--- src/rtl/riscv_pkg.sv ---
// Shared RV32I definitions used by the fetch stage and the control unit.
// Holds the fetch FSM encoding, the canonical NOP and the opcode[6:2] groups.
package riscv_pkg;

    localparam int XLEN = 32;

    localparam logic [XLEN-1:0] NOP_INSTR = 32'h0000_0013;

    typedef enum logic [1:0] {
        S_BOOT = 2'd0,
        S_REQ  = 2'd1,
        S_WAIT = 2'd2
    } fetch_state_e;

    // opcode[6:2] groups decoded by the control unit
    localparam logic [4:0] OPC_RTYPE  = 5'b01100;
    localparam logic [4:0] OPC_LOAD   = 5'b00000;
    localparam logic [4:0] OPC_STORE  = 5'b01000;
    localparam logic [4:0] OPC_BRANCH = 5'b11000;

    function automatic logic [XLEN-1:0] align_word(input logic [XLEN-1:0] i_addr);
        return i_addr & ~32'h0000_0003;
    endfunction

endpackage

--- src/rtl/fetch_stage_if.sv ---
// Fetch-stage bundle: instruction-memory handshake, pipeline control and IF/ID output.
// The master side is the fetch stage; the slave side is memory plus the rest of the core.
interface fetch_stage_if;
    import riscv_pkg::*;

    logic            imem_req;
    logic [XLEN-1:0] imem_addr;
    logic            imem_rvalid;
    logic [XLEN-1:0] imem_rdata;

    logic            stall;
    logic            branch_taken;
    logic [XLEN-1:0] branch_target;

    logic            if_valid;
    logic [XLEN-1:0] if_instr;
    logic [XLEN-1:0] if_pc;

    modport master (
        output imem_req, imem_addr,
        input  imem_rvalid, imem_rdata,
        input  stall, branch_taken, branch_target,
        output if_valid, if_instr, if_pc
    );

    modport slave (
        input  imem_req, imem_addr,
        output imem_rvalid, imem_rdata,
        output stall, branch_taken, branch_target,
        input  if_valid, if_instr, if_pc
    );

endinterface

--- src/rtl/pc_unit.sv ---
// Program counter with next-PC selection: redirect (word-aligned) over +4 over hold.
// The +4 path wraps modulo 2^32.
module pc_unit
    import riscv_pkg::*;
#(
    parameter logic [XLEN-1:0] RESET_PC = 32'h0000_0000
) (
    input  logic            clk,
    input  logic            rst_n,
    input  logic            i_redirect,
    input  logic [XLEN-1:0] i_target,
    input  logic            i_advance,
    output logic [XLEN-1:0] o_pc
);

    logic [XLEN-1:0] r_pc;
    logic [XLEN-1:0] w_pc_next;

    always_comb begin
        w_pc_next = r_pc;
        if (i_redirect) begin
            w_pc_next = align_word(i_target);
        end else if (i_advance) begin
            w_pc_next = r_pc + 32'd4;
        end
    end

    always_ff @(posedge clk or negedge rst_n) begin
        if (!rst_n) begin
            r_pc <= RESET_PC;
        end else begin
            r_pc <= w_pc_next;
        end
    end

    assign o_pc = r_pc;

endmodule

--- src/rtl/fetch_stage.sv ---
// RV32I instruction fetch: PC, single-outstanding imem request FSM and the IF/ID register.
// A redirect overrides stall and any same-cycle response; an in-flight response is dropped.
module fetch_stage
    import riscv_pkg::*;
#(
    parameter logic [XLEN-1:0] RESET_PC = 32'h0000_0000
) (
    input  logic          clk,
    input  logic          rst_n,
    fetch_stage_if.master bus
);

    fetch_state_e    r_state;
    logic            r_drop;
    logic            r_if_valid;
    logic [XLEN-1:0] r_if_instr;
    logic [XLEN-1:0] r_if_pc;

    logic [XLEN-1:0] w_pc;
    logic            w_req;
    logic            w_advance;

    // A request is only issued when the output register will be free to take its response.
    assign w_req     = (r_state == S_REQ) && (!r_if_valid || !bus.stall);
    assign w_advance = (r_state == S_WAIT) && bus.imem_rvalid && !r_drop && !bus.branch_taken;

    pc_unit #(
        .RESET_PC (RESET_PC)
    ) u_pc_unit (
        .clk        (clk),
        .rst_n      (rst_n),
        .i_redirect (bus.branch_taken),
        .i_target   (bus.branch_target),
        .i_advance  (w_advance),
        .o_pc       (w_pc)
    );

    always_ff @(posedge clk or negedge rst_n) begin
        if (!rst_n) begin
            r_state    <= S_BOOT;
            r_drop     <= 1'b0;
            r_if_valid <= 1'b0;
            r_if_instr <= NOP_INSTR;
            r_if_pc    <= RESET_PC;
        end else if (bus.branch_taken) begin
            r_if_valid <= 1'b0;
            r_if_instr <= NOP_INSTR;
            case (r_state)
                S_BOOT: r_state <= S_REQ;
                S_REQ: begin
                    if (w_req) begin
                        r_state <= S_WAIT;
                        r_drop  <= 1'b1;
                    end
                end
                S_WAIT: begin
                    if (bus.imem_rvalid) begin
                        r_state <= S_REQ;
                        r_drop  <= 1'b0;
                    end else begin
                        r_drop  <= 1'b1;
                    end
                end
                default: r_state <= S_BOOT;
            endcase
        end else begin
            if (r_if_valid && !bus.stall) begin
                r_if_valid <= 1'b0;
                r_if_instr <= NOP_INSTR;
            end
            case (r_state)
                S_BOOT: r_state <= S_REQ;
                S_REQ: begin
                    if (w_req) begin
                        r_state <= S_WAIT;
                    end
                end
                S_WAIT: begin
                    if (bus.imem_rvalid) begin
                        r_state <= S_REQ;
                        if (r_drop) begin
                            r_drop <= 1'b0;
                        end else begin
                            r_if_valid <= 1'b1;
                            r_if_instr <= bus.imem_rdata;
                            r_if_pc    <= w_pc;
                        end
                    end
                end
                default: r_state <= S_BOOT;
            endcase
        end
    end

    assign bus.imem_req  = w_req;
    assign bus.imem_addr = w_pc;
    assign bus.if_valid  = r_if_valid;
    assign bus.if_instr  = r_if_instr;
    assign bus.if_pc     = r_if_pc;

endmodule

--- src/flat_wrapper.sv ---
// flat-port wrapper written by rule: the top's interface ports become plain ports
module fetch_stage_flat import riscv_pkg::*;
#(
    parameter logic [XLEN-1:0] RESET_PC = 32'h0000_0000
)
  (clk, rst_n, bus_imem_req, bus_imem_addr, bus_imem_rvalid, bus_imem_rdata, bus_stall, bus_branch_taken, bus_branch_target, bus_if_valid, bus_if_instr, bus_if_pc);
  fetch_stage_if bus_i ();
  input  logic clk;
  input  logic rst_n;
  output wire logic [$bits(bus_i.imem_req)-1:0] bus_imem_req;
  output wire logic [$bits(bus_i.imem_addr)-1:0] bus_imem_addr;
  input wire logic [$bits(bus_i.imem_rvalid)-1:0] bus_imem_rvalid;
  input wire logic [$bits(bus_i.imem_rdata)-1:0] bus_imem_rdata;
  input wire logic [$bits(bus_i.stall)-1:0] bus_stall;
  input wire logic [$bits(bus_i.branch_taken)-1:0] bus_branch_taken;
  input wire logic [$bits(bus_i.branch_target)-1:0] bus_branch_target;
  output wire logic [$bits(bus_i.if_valid)-1:0] bus_if_valid;
  output wire logic [$bits(bus_i.if_instr)-1:0] bus_if_instr;
  output wire logic [$bits(bus_i.if_pc)-1:0] bus_if_pc;
  assign bus_imem_req = bus_i.imem_req;
  assign bus_imem_addr = bus_i.imem_addr;
  assign bus_i.imem_rvalid = bus_imem_rvalid;
  assign bus_i.imem_rdata = bus_imem_rdata;
  assign bus_i.stall = bus_stall;
  assign bus_i.branch_taken = bus_branch_taken;
  assign bus_i.branch_target = bus_branch_target;
  assign bus_if_valid = bus_i.if_valid;
  assign bus_if_instr = bus_i.if_instr;
  assign bus_if_pc = bus_i.if_pc;
  fetch_stage #(.RESET_PC(RESET_PC)) u_core (.clk(clk), .rst_n(rst_n), .bus(bus_i));
endmodule
--- config.mk ---
export PLATFORM = sky130hd
export DESIGN_NAME = fetch_stage_flat
export DESIGN_NICKNAME = d
export VERILOG_FILES = /design/src/rtl/riscv_pkg.sv /design/src/rtl/fetch_stage_if.sv /design/src/rtl/pc_unit.sv /design/src/rtl/fetch_stage.sv /design/src/flat_wrapper.sv
export SDC_FILE = /design/constraint.sdc
export NUM_CORES = 1
export LEC_CHECK = 0
export ABC_AREA = 1
export BUFFER_PORTS_ARGS = -buffer_cell sky130_fd_sc_hd__buf_2
export CORE_MARGIN = 3
export CORE_UTILIZATION = 55
export CTS_BUF_LIST = sky130_fd_sc_hd__clkbuf_2
export DETAILED_ROUTE_END_ITERATION = 16
export PLACE_DENSITY = 0.95
export SYNTH_ARGS = -nofsm -noshare
export SYNTH_HDL_FRONTEND = slang
export SYNTH_SLANG_ARGS = --single-unit
--- constraint.sdc ---
create_clock -name clk -period 3.5 [get_ports clk]
set_input_delay 0.525 -clock clk [delete_from_list [all_inputs] [get_ports clk]]
set_output_delay 0.525 -clock clk [all_outputs]
set_load 0.02 [all_outputs]
==> results of run 1 <==
==> how the worst min path moves through the flow <==
stage | depth (start not counted) | slack [ns] | start | end
after floorplan | 0 | 0.23 | rst_n | u_core.bus.if_instr[10]$_DFF_PN0_
after global placement | 2 | 0.45 | u_core.bus.if_pc[10]$_DFFE_PN0P_ | u_core.bus.if_pc[10]$_DFFE_PN0P_
after detailed placement | 2 | 0.46 | u_core.bus.if_pc[10]$_DFFE_PN0P_ | u_core.bus.if_pc[10]$_DFFE_PN0P_
after CTS | 1 | 0.09 | rst_n | u_core.bus.if_pc[9]$_DFFE_PN0P_
after global routing | 1 | 0.06 | rst_n | u_core.u_pc_unit.o_pc[7]$_DFFE_PN0P_
final | 1 | 0.07 | rst_n | u_core.bus.if_pc[9]$_DFFE_PN0P_
==> cell families after synthesis <==
family	synth area share, %
DFF	50.34
other	0.07846
and+or+nand+nor	26.91
buffers and inverters	7.540
adders and majority gates	1.309
AOI/OAI and AO/OA	13.82
==> worst max-delay path: stages, from the launching register on <==
cell     delay (ns)
dfrtp_1        0.45
inv_1          0.08
ha_1           0.23
nand2_1        0.15
nor2_4         0.11
inv_4          0.15
nor2_8         0.04
inv_2          0.74
nor2_1         0.12
a22oi_1        0.18
nand2_1        0.06
==> cells in the final DEF (no fill, tap or decap), types with 3 or more instances in the layout <==
master     instances
nand2_1          182
o22ai_1            3
inv_1             49
a32o_1            29
o21ai_1           16
nor3_1             5
buf_4              5
buf_2            159
conb_1             4
dfstp_2            3
o211ai_1           5
o21ai_0           22
bufinv_16          3
nor2_4             5
a21oi_1           14
dfrtp_1           93
clkbuf_2          12
nand3_1           34
a31oi_1            3
nor2_1            78
ha_1               5
nor2_2             3
==> report_power, final <==
group | leakage (nW) | switching (mW) | internal, mW | total (mW)
combinational | 1.77 | 0.717 | 0.361 | 1.08
clock | 0.0938 | 0.354 | 0.315 | 0.669
sequential | 1.23 | 0.175 | 1.34 | 1.51
total | 3.09 | 1.25 | 2.01 | 3.26
==> state kept, by name, indices dropped and copies added (netlist names) <==
signal                 count
u_core.bus.if_instr       32
u_core.r_drop              1
u_core.r_state             2
u_core.bus.if_pc          30
u_core.u_pc_unit.o_pc     30
u_core.bus.if_valid        1
==> layer usage <==
metal / GRT usage, % / vias up
met1: 33.29 / 2199
met5: 0 / -
met2: 45.25 / 255
met4: 10.40 / 0
met3: 7.924 / 35
li1: - / 2232
==> through the flow <==
stage	worst slack (ns)	power, mW	hold slack, ns	util [%]	cell area [um2]
after floorplan	1.848	2.194	0.2294	-	4791
after global placement	1.223	2.557	0.4544	67.12	5598
after detailed placement	1.124	2.610	0.4578	67.12	5598
after CTS	1.088	3.275	0.08953	68.96	5752
after global routing	0.8108	3.458	0.06410	68.96	5752
final	1.117	3.257	0.07001	68.96	5752
==> final cells by class <==
type	instances	area, um2
Clock buffer	12	60.06
Multi-Input combinational cell	417	2029
Tap cell	105	131.4
Fill cell	663	2589
Timing Repair Buffer	164	833.3
Clock inverter	4	93.84
Sequential cell	96	2406
Inverter	52	197.7
==> flow_summary.ini, run 1 <==
[setup_path]
r2r_end = u_core.u_pc_unit.o_pc[13]$_DFFE_PN0P_
worstPathMaxFanout = 61
critPathCapture = u_core.u_pc_unit.o_pc[13]$_DFFE_PN0P_
critPathLaunch = u_core.r_state[0]$_DFFE_PN0P_
worstReg2RegStart = u_core.r_state[0]$_DFFE_PN0P_
worstSetupPathType = reg2reg
critPathLaunchType = flop
cp.arrival_ns = 2.81
endpoint_kind = flop
reg2reg_depth = 10
critical_path_required_ns = 3.93
reg2reg_setup_slack_ns = 1.12

[synth]
synth_top_area_share_pct = 48.69
synthesis.area_per_instance_um2 = 8.074
synthCells = 592
synthesis.area_mm2 = 0.004780
synth_top_area_cell = dfrtp_1
yosysUniqueCellTypes = 31
synth.area.top_cells = dfrtp_1 (49%), nand2_1 (14%), nor2_1 (6.1%)
synth_edf_count = 0
ys_async_sr_fraction_pct = 100.0
ys.flop_type = dfrtp_1
synth_seq_cells = 96
synth_common_cells = nand2_1 (182), dfrtp_1 (93), nor2_1 (78), inv_1 (49), nand3_1 (34)
synth-warning-count = 0
ys_seq_area_share_pct = 50.34
yosysMostFrequentCell = nand2_1

[drt]
detail-route-antenna-nets = 0
vias_per_cell = 5.554
drt_iter0_drc = 329
wl_um = 13290
wl_met3_um = 1442
m1WireLength_um = 5164
route.detailed.drc = 0
dr_wl_met2_um = 6357
top_layer = met4
first_pass_iters = 8
wl_per_cell_um = 15.64
vias = 4721

[clock_tree]
cts.sinks = 96
cts_tree = yes
clkTransAtPathRegs_ns = 0.25
numCtsBuffers = 9
cts_hold_buffers = 0
clk_path_buf_depth = 2
post_cts_buffers = 0
cts_root_buf = clkbuf_2
h-tree-depth = 3
insertion_delay_ns = 0.53
cts_resized = 0

[layout]
final_cells = 850
final_nets = 814
antennaDiodeCount = 0
drive_gt1_share_pct = 26.31
syn_to_final_growth_pct = 20.34

[die]
rows = 33
dieArea_mm2 = 0.009845
core-area_mm2 = 0.008341
die_h_um = 99.22
die_x_um = 99.22
ios = 167
initial_core_util_pct = 57.31

[timing]
fin_tns_setup_ns = 0
slew_headroom_pct = 32.34
rsz0062_at_grt = no
slew_viol_final = 0
skew_ns = 0.03777
finalCritPeriodShare_pct = 68.08
finalSetupViolCount = 0
tightest_slew_ns = 1.013
fmaxAchievable_mhz = 419.7
hold_violations = 0
fin_crit_ns = 2.383

[pwr]
powerDensity_mw_per_mm2 = 566.3
p_leak_nw = 3.087
vdd_drop_max_v = 0.0002582

[placed_design]
globalplace.congestion = 0.8752
dp_hpwl_um = 9540
io_buffers = 160
dp.cells = 834

[global_route]
antenna_found_initial = 0
grt_start_max_net_pins = 72
grtUsageTotal_pct = 27.10
grt_pass1_vias = 4663
grt_pass1_wl_um = 21530
grt_overflow_total = 0

[worst_hold_path]
hold_path.class = in2async

[flow_run]
drv_cap = 0

[status]
status = complete, no violations
Note: power is estimated with default switching activity, not from simulation.
==> run 2: changes to the inputs <==
--- a/config.mk
+++ b/config.mk
@@ -8,10 +8,10 @@
 export ABC_AREA = 1
 export BUFFER_PORTS_ARGS = -buffer_cell sky130_fd_sc_hd__buf_2
 export CORE_MARGIN = 3
-export CORE_UTILIZATION = 55
+export CORE_UTILIZATION = 52
 export CTS_BUF_LIST = sky130_fd_sc_hd__clkbuf_2
 export DETAILED_ROUTE_END_ITERATION = 16
-export PLACE_DENSITY = 0.95
+export PLACE_DENSITY = 0.91
 export SYNTH_ARGS = -nofsm -noshare
 export SYNTH_HDL_FRONTEND = slang
 export SYNTH_SLANG_ARGS = --single-unit
==> constraint.sdc (replaced) <==
create_clock -name clk -period 2.3 [get_ports clk]
set_input_delay 0.345 -clock clk [delete_from_list [all_inputs] [get_ports clk]]
set_output_delay 0.345 -clock clk [all_outputs]
set_load 0.02 [all_outputs]
==> run 2 against run 1 <==
Cell count is 5.4% higher. Flip-flop and latch count did not move. Total power increased by 48%. Combinational power up 57%. Clock skew down 0.0023 ns. Setup slack lost 0.77 ns. Register-to-register slack got worse by 0.77 ns. Largest power group unchanged. Sequential share of layout area is 2.7 points lower. Die area up 5.4%. Maximum frequency increased by 22%. Routed wire length grew 7.5%. Critical path type unchanged.
==> flow_summary.ini, run 2 (synthesis gave the netlist of run 1 again) <==
[clock_tree]
clkTransAtPathRegs_ns = 0.24
cts_hold_buffers = 34
numCtsBuffers = 9
cts_tree = yes
cts.sinks = 96
cts_root_buf = clkbuf_2
insertion_delay_ns = 0.56
h-tree-depth = 3
post_cts_buffers = 0
clk_path_buf_depth = 2
cts_resized = 0

[pwr]
p_sw_mw = 1.949
powerDensity_mw_per_mm2 = 785.6
clkPwrFrac_pct = 17.2
p_comb_share_pct = 35.1
p_int_mw = 2.882
seqPwrFrac_pct = 47.7
p_sw_share_pct = 40.34
p_leak_nw = 3.247
vdd_drop_max_v = 0.0003707

[setup_path]
endpoint_kind = flop
cp.arrival_ns = 2.43
critPathLaunchType = flop
reg2reg_setup_slack_ns = 0.35
worstPathMaxFanout = 29
reg2reg_depth = 7
critical_path_required_ns = 2.78
worstReg2RegStart = u_core.r_state[0]$_DFFE_PN0P_
worstSetupPathType = reg2reg
r2r_end = u_core.bus.if_instr[3]$_DFF_PN0_

[die]
core-area_mm2 = 0.008806
rows = 34
die_x_um = 101.9
dieArea_mm2 = 0.01038
die_h_um = 101.9
initial_core_util_pct = 54.28
ios = 167

[layout]
seq_area_mm2 = 0.002406
fill_cells = 699
multi_input_area_mm2 = 0.002029
antennaDiodeCount = 0
final_area_mm2 = 0.006150
largest_register_ffs = 32
final_nets = 857
drive_gt1_share_pct = 25.63
final_cell_mix = nand2_1 (182), buf_2 (159), dfrtp_1 (93), nor2_1 (78), inv_1 (49)
syn_to_final_growth_pct = 28.66
final_common_cell = nand2_1

[timing]
hold_violations = 0
slew_viol_final = 0
tightest_slew_ns = 0.8948
finalCritPeriodShare_pct = 84.92
fin_tns_setup_ns = 0
fmaxAchievable_mhz = 512.0
slew_headroom_pct = 40.28
finalSetupViolCount = 0
fin_crit_ns = 1.953
rsz0062_at_grt = no
skew_ns = 0.03545

[worst_hold_path]
hold_path.startpoint = bus_branch_target[2]
holdPathStages = 3
hold_path.class = in2reg
min_to = u_core.u_pc_unit.o_pc[2]$_DFFE_PN0P_

[global_route]
grtUsageTotal_pct = 28.29
antenna_found_initial = 0
grt_pass1_vias = 4828
grt_overflow_total = 0
grt_start_max_net_pins = 52
grt_pass1_wl_um = 23170

[placed_design]
dp_hpwl_um = 9952
globalplace.congestion = 0.9051
io_buffers = 160
dpl_cell_area_mm2 = 0.005679

[flow_run]
drv_cap = 0

[drt]
vias = 4898
vias_per_cell = 5.467
wl_per_cell_um = 15.95
route.detailed.drc = 0
wl_um = 14290
drt_iter0_drc = 263
first_pass_iters = 5
detail-route-antenna-nets = 0

[status]
status = complete, no violations
## run 2: cell count changes in the layout (fill, tap and decap cells not counted), sizes merged
| cell | previous run | this run |
|---|---|---|
| bufinv | 3 | 1 |
| clkinvlp | 0 | 3 |
| dlygate4sd3 | 0 | 36 |
| buf | 164 | 171 |
| clkbuf | 12 | 10 |
| clkinv | 1 | 2 |
## run 2: layout make-up
cell class / instances / share of cell area, %
Inverter: 52 / 3.215
Timing Repair Buffer: 207 / 20.67
Tap cell: 108 / 2.197
Multi-Input combinational cell: 417 / 33.00
Clock buffer: 10 / 0.8138
Sequential cell: 96 / 39.13
Clock inverter: 6 / 0.9766
## run 2: power groups by stage
stage	Combinational, mW	Sequential [mW]	Clock, mW
final	1.70	2.30	0.831
after global routing	1.89	2.35	0.904
after CTS	1.70	2.30	0.846
after detailed placement	1.65	2.33	0
after global placement	1.61	2.31	0
after floorplan	0.644	2.70	0
## run 2: routing by layer
metal / routed length, um / track usage, %
met4: 345 / 10.80
met5: 0 / 0
met2: 6929 / 48.64
met3: 1246 / 6.416
met1: 5767 / 34.86
## run 2: how the worst max path moves through the flow
stage,startpoint,depth (start not counted),slack (ns),endpoint
3_5_place_dp,u_core.r_state[0]$_DFFE_PN0P_,7,0.39,u_core.bus.if_instr[21]$_DFF_PN0_
3_3_place_gp,u_core.r_state[0]$_DFFE_PN0P_,11,0.50,u_core.u_pc_unit.o_pc[27]$_DFFE_PN0P_
4_1_cts,u_core.r_state[1]$_DFFE_PN0P_,5,0.36,bus_imem_req
6_report,u_core.r_state[0]$_DFFE_PN0P_,7,0.35,u_core.bus.if_instr[3]$_DFF_PN0_
5_1_grt,u_core.r_state[0]$_DFFE_PN0P_,9,0.16,u_core.u_pc_unit.o_pc[12]$_DFFE_PN0P_
2_1_floorplan,u_core.u_pc_unit.o_pc[2]$_DFFE_PN0P_,10,0.65,u_core.u_pc_unit.o_pc[26]$_DFFE_PN0P_
## run 2: critical path, stage by stage (launching register included)
cell and delay (ns):
dfrtp_1 0.45, inv_1 0.08, ha_1 0.23, nand2_1 0.14, nor2_4 0.07, nor2_4 0.33, buf_4 0.38, a32o_1 0.23
## run 2: stage by stage
stage	std cells	power, mW	setup slack (ns)	utilization (%)	hold slack (ns)
final	896	4.831	0.3468	69.84	0.03115
after global routing	896	5.147	0.1632	69.84	0.006617
after global placement	844	3.916	0.5015	64.49	0.3802
after floorplan	595	3.339	0.6482	-	0.04941
after CTS	894	4.846	0.3618	69.61	0.004716
after detailed placement	844	3.984	0.3936	64.49	0.3982
==> run 3: changes to the inputs <==
--- a/config.mk
+++ b/config.mk
@@ -5,10 +5,10 @@
 export SDC_FILE = /design/constraint.sdc
 export NUM_CORES = 1
 export LEC_CHECK = 0
-export ABC_AREA = 1
+export ABC_AREA = 0
 export BUFFER_PORTS_ARGS = -buffer_cell sky130_fd_sc_hd__buf_2
 export CORE_MARGIN = 3
-export CORE_UTILIZATION = 52
+export CORE_UTILIZATION = 51
 export CTS_BUF_LIST = sky130_fd_sc_hd__clkbuf_2
 export DETAILED_ROUTE_END_ITERATION = 16
 export PLACE_DENSITY = 0.91
==> constraint.sdc (replaced) <==
create_clock -name clk -period 1.9 [get_ports clk]
set_input_delay 0.285 -clock clk [delete_from_list [all_inputs] [get_ports clk]]
set_output_delay 0.285 -clock clk [all_outputs]
set_load 0.02 [all_outputs]
==> run 3 against run 2 <==
Via count decreased by 4.5%. The run now ends with setup timing left. Combinational power rose by 9%. Global-route usage up 3.1 points. Utilization grew 12 points. Maximum frequency shrank 7.0%. Cell area up 5.5%. Routed wire length up 11%. First-iteration DRC count rose by 40%. Die area decreased by 7.8%. Largest power group unchanged. Register-to-register slack worse by 0.55 ns. Sequential share of layout area is 1.9 points lower. Count of clock-buffer cells in the layout is 1 higher.
==> flow_summary.ini, run 3 <==
[synth]
synth-warning-count = 0
synth_seq_cells = 96
ys.flop_type = dfrtp_1
synth_common_cells = nand2_1 (109), dfrtp_1 (93), a22o_1 (30), o21ai_0 (23), clkbuf_1 (21)
yosysUniqueCellTypes = 43
synth_top_area_cell = dfrtp_1
synth_edf_count = 0
synthesis.area_mm2 = 0.004298
synth.area.top_cells = dfrtp_1 (54%), nand2_1 (9.5%), a22o_1 (6.1%)
ys_seq_area_share_pct = 55.98
synthCells = 434
ys_async_sr_fraction_pct = 100.0
synth_top_area_share_pct = 54.15
yosysMostFrequentCell = nand2_1
synthesis.area_per_instance_um2 = 9.903

[clock_tree]
numCtsBuffers = 9
clk_path_buf_depth = 2
cts_tree = yes
cts.sinks = 96
clkTransAtPathRegs_ns = 0.28
h-tree-depth = 3
cts_root_buf = clkbuf_2
insertion_delay_ns = 0.58

[layout]
drive_gt1_share_pct = 38.71
final_cells = 802
largest_register_ffs = 32
fill_cells = 445
multi_input_area_mm2 = 0.001906
final_nets = 769
syn_to_final_growth_pct = 51.00
final_common_cell = buf_2
antennaDiodeCount = 0
seq_area_mm2 = 0.002419
final_cell_mix = buf_2 (158), nand2_1 (109), dfrtp_1 (83), dlygate4sd3_1 (64), buf_4 (48)
final_area_mm2 = 0.006490

[die]
die_h_um = 97.80
dieArea_mm2 = 0.009565
ios = 167
initial_core_util_pct = 53.94
die_x_um = 97.80
rows = 32
core-area_mm2 = 0.007968

[setup_path]
critical_path_required_ns = 2.36
worstReg2RegStart = u_core.u_pc_unit.o_pc[14]$_DFFE_PN0P_
r2r_end = u_core.u_pc_unit.o_pc[29]$_DFFE_PN0P_
worstSetupPathType = reg2reg
cp.arrival_ns = 2.56
endpoint_kind = flop
critPathLaunch = u_core.u_pc_unit.o_pc[14]$_DFFE_PN0P_
critPathLaunchType = flop
worstPathMaxFanout = 5
critPathCapture = u_core.u_pc_unit.o_pc[29]$_DFFE_PN0P_
reg2reg_depth = 5
reg2reg_setup_slack_ns = -0.20

[drt]
first_pass_iters = 6
drt_iter0_drc = 369
wl_per_cell_um = 19.70
wl_um = 15800
vias = 4676
vias_per_cell = 5.830
route.detailed.drc = 0
detail-route-antenna-nets = 0

[timing]
slew_viol_final = 0
setup_ws_ns = -0.2006
fin_crit_ns = 2.101
finalSetupViolCount = 8
finalCritPeriodShare_pct = 110.6
fmaxAchievable_mhz = 476.0
hold_violations = 0
rsz0062_at_grt = yes
skew_ns = 0.02717

[status]
status = finished, violations left
violations = setup timing

[pwr]
p_leak_nw = 3.262
vdd_drop_max_v = 0.0004809
powerDensity_mw_per_mm2 = 865.8

[worst_hold_path]
hold_path.class = in2async

[placed_design]
dp_hpwl_um = 8842
globalplace.congestion = 0.8723
dpl_cell_area_mm2 = 0.005419
io_buffers = 160
dp.cells = 703

[global_route]
grtUsageTotal_pct = 31.40
grt_pass1_vias = 4749
grt_pass1_wl_um = 24210
grt_start_max_net_pins = 46
antenna_found_initial = 0
grt_overflow_total = 0

[flow_run]
drv_cap = 0
[run 3: stage by stage]
stage | power [mW] | hold slack (ns) | TNS [ns] | util, % | setup WS [ns]
global route | 5.890 | 0.05247 | -1.056 | 81.45 | -0.2055
CTS | 5.455 | 0.04413 | 0 | 79.29 | 0.001673
detailed placement | 4.161 | 0.1874 | -0.1141 | 68.01 | -0.03237
finish | 5.619 | 0.07524 | -0.4279 | 81.45 | -0.2006
global placement | 4.073 | 0.1880 | 0 | 68.01 | 0.04838
floorplan | 3.498 | -0.01059 | -1.125 | - | -0.1603
[run 3: how the worst min path moves through the flow]
stage | startpoint | cells after the start | slack (ns) | endpoint
floorplan | rst_n | 0 | -0.01 | u_core.bus.if_instr[10]$_DFF_PN0_
global placement | rst_n | 1 | 0.19 | u_core.bus.if_pc[26]$_DFFE_PN0P_
detailed placement | rst_n | 1 | 0.19 | u_core.bus.if_pc[25]$_DFFE_PN0P_
CTS | bus_branch_taken | 2 | 0.04 | u_core.bus.if_valid$_DFF_PN0_
global route | rst_n | 2 | 0.05 | u_core.u_pc_unit.o_pc[10]$_DFFE_PN0P_
finish | rst_n | 2 | 0.08 | u_core.bus.if_pc[25]$_DFFE_PN0P_
[run 3: per-layer routing]
layer  part of all wire (%)  GRT usage, %
met4                    2.9         9.265
met5                      0             0
met3                    9.0         7.714
met2                     52         56.83
met1                     36         36.97
[run 3: layout make-up]
| class | count | area share (%) |
|---|---|---|
| Clock buffer | 11 | 0.8483 |
| Clock inverter | 5 | 1.234 |
| Inverter | 10 | 0.5784 |
| Multi-Input combinational cell | 303 | 29.36 |
| Sequential cell | 96 | 37.27 |
| Tap cell | 102 | 1.966 |
| Timing Repair Buffer | 275 | 28.74 |
[run 3: where the power goes]
part	switching [mW]	internal [mW]
clock network	0.724	0.446
logic	1.10	0.752
registers	0.238	2.36
total	2.06	3.56
[run 3: critical path, stage by stage (launching register included)]
cell,delay [ns]
dfrtp_1,0.42
nand4_1,0.22
buf_4,0.22
or4_4,0.50
o31ai_1,0.46
a31oi_1,0.16
[run 3: repair_timing]
action,in CTS,in global routing
cloned,2,1
pin swaps,16,8
resized for setup,13,24
hold endpoints to repair,156,0
setup buffers,7,9
setup endpoints to repair,13,19
hold buffers,64,0
[run 3: logic make-up after synthesis]
group	after synthesis	synth area share (%)
multiplexers	1	0.2329
flip-flops	96	55.98
adder cells (fa/ha/maj)	5	1.456
AND/OR/NAND/NOR	190	21.05
AO/OA/AOI/OAI	89	14.73
buffers and inverters	41	4.221
XOR/XNOR	11	2.242
other	1	0.08725
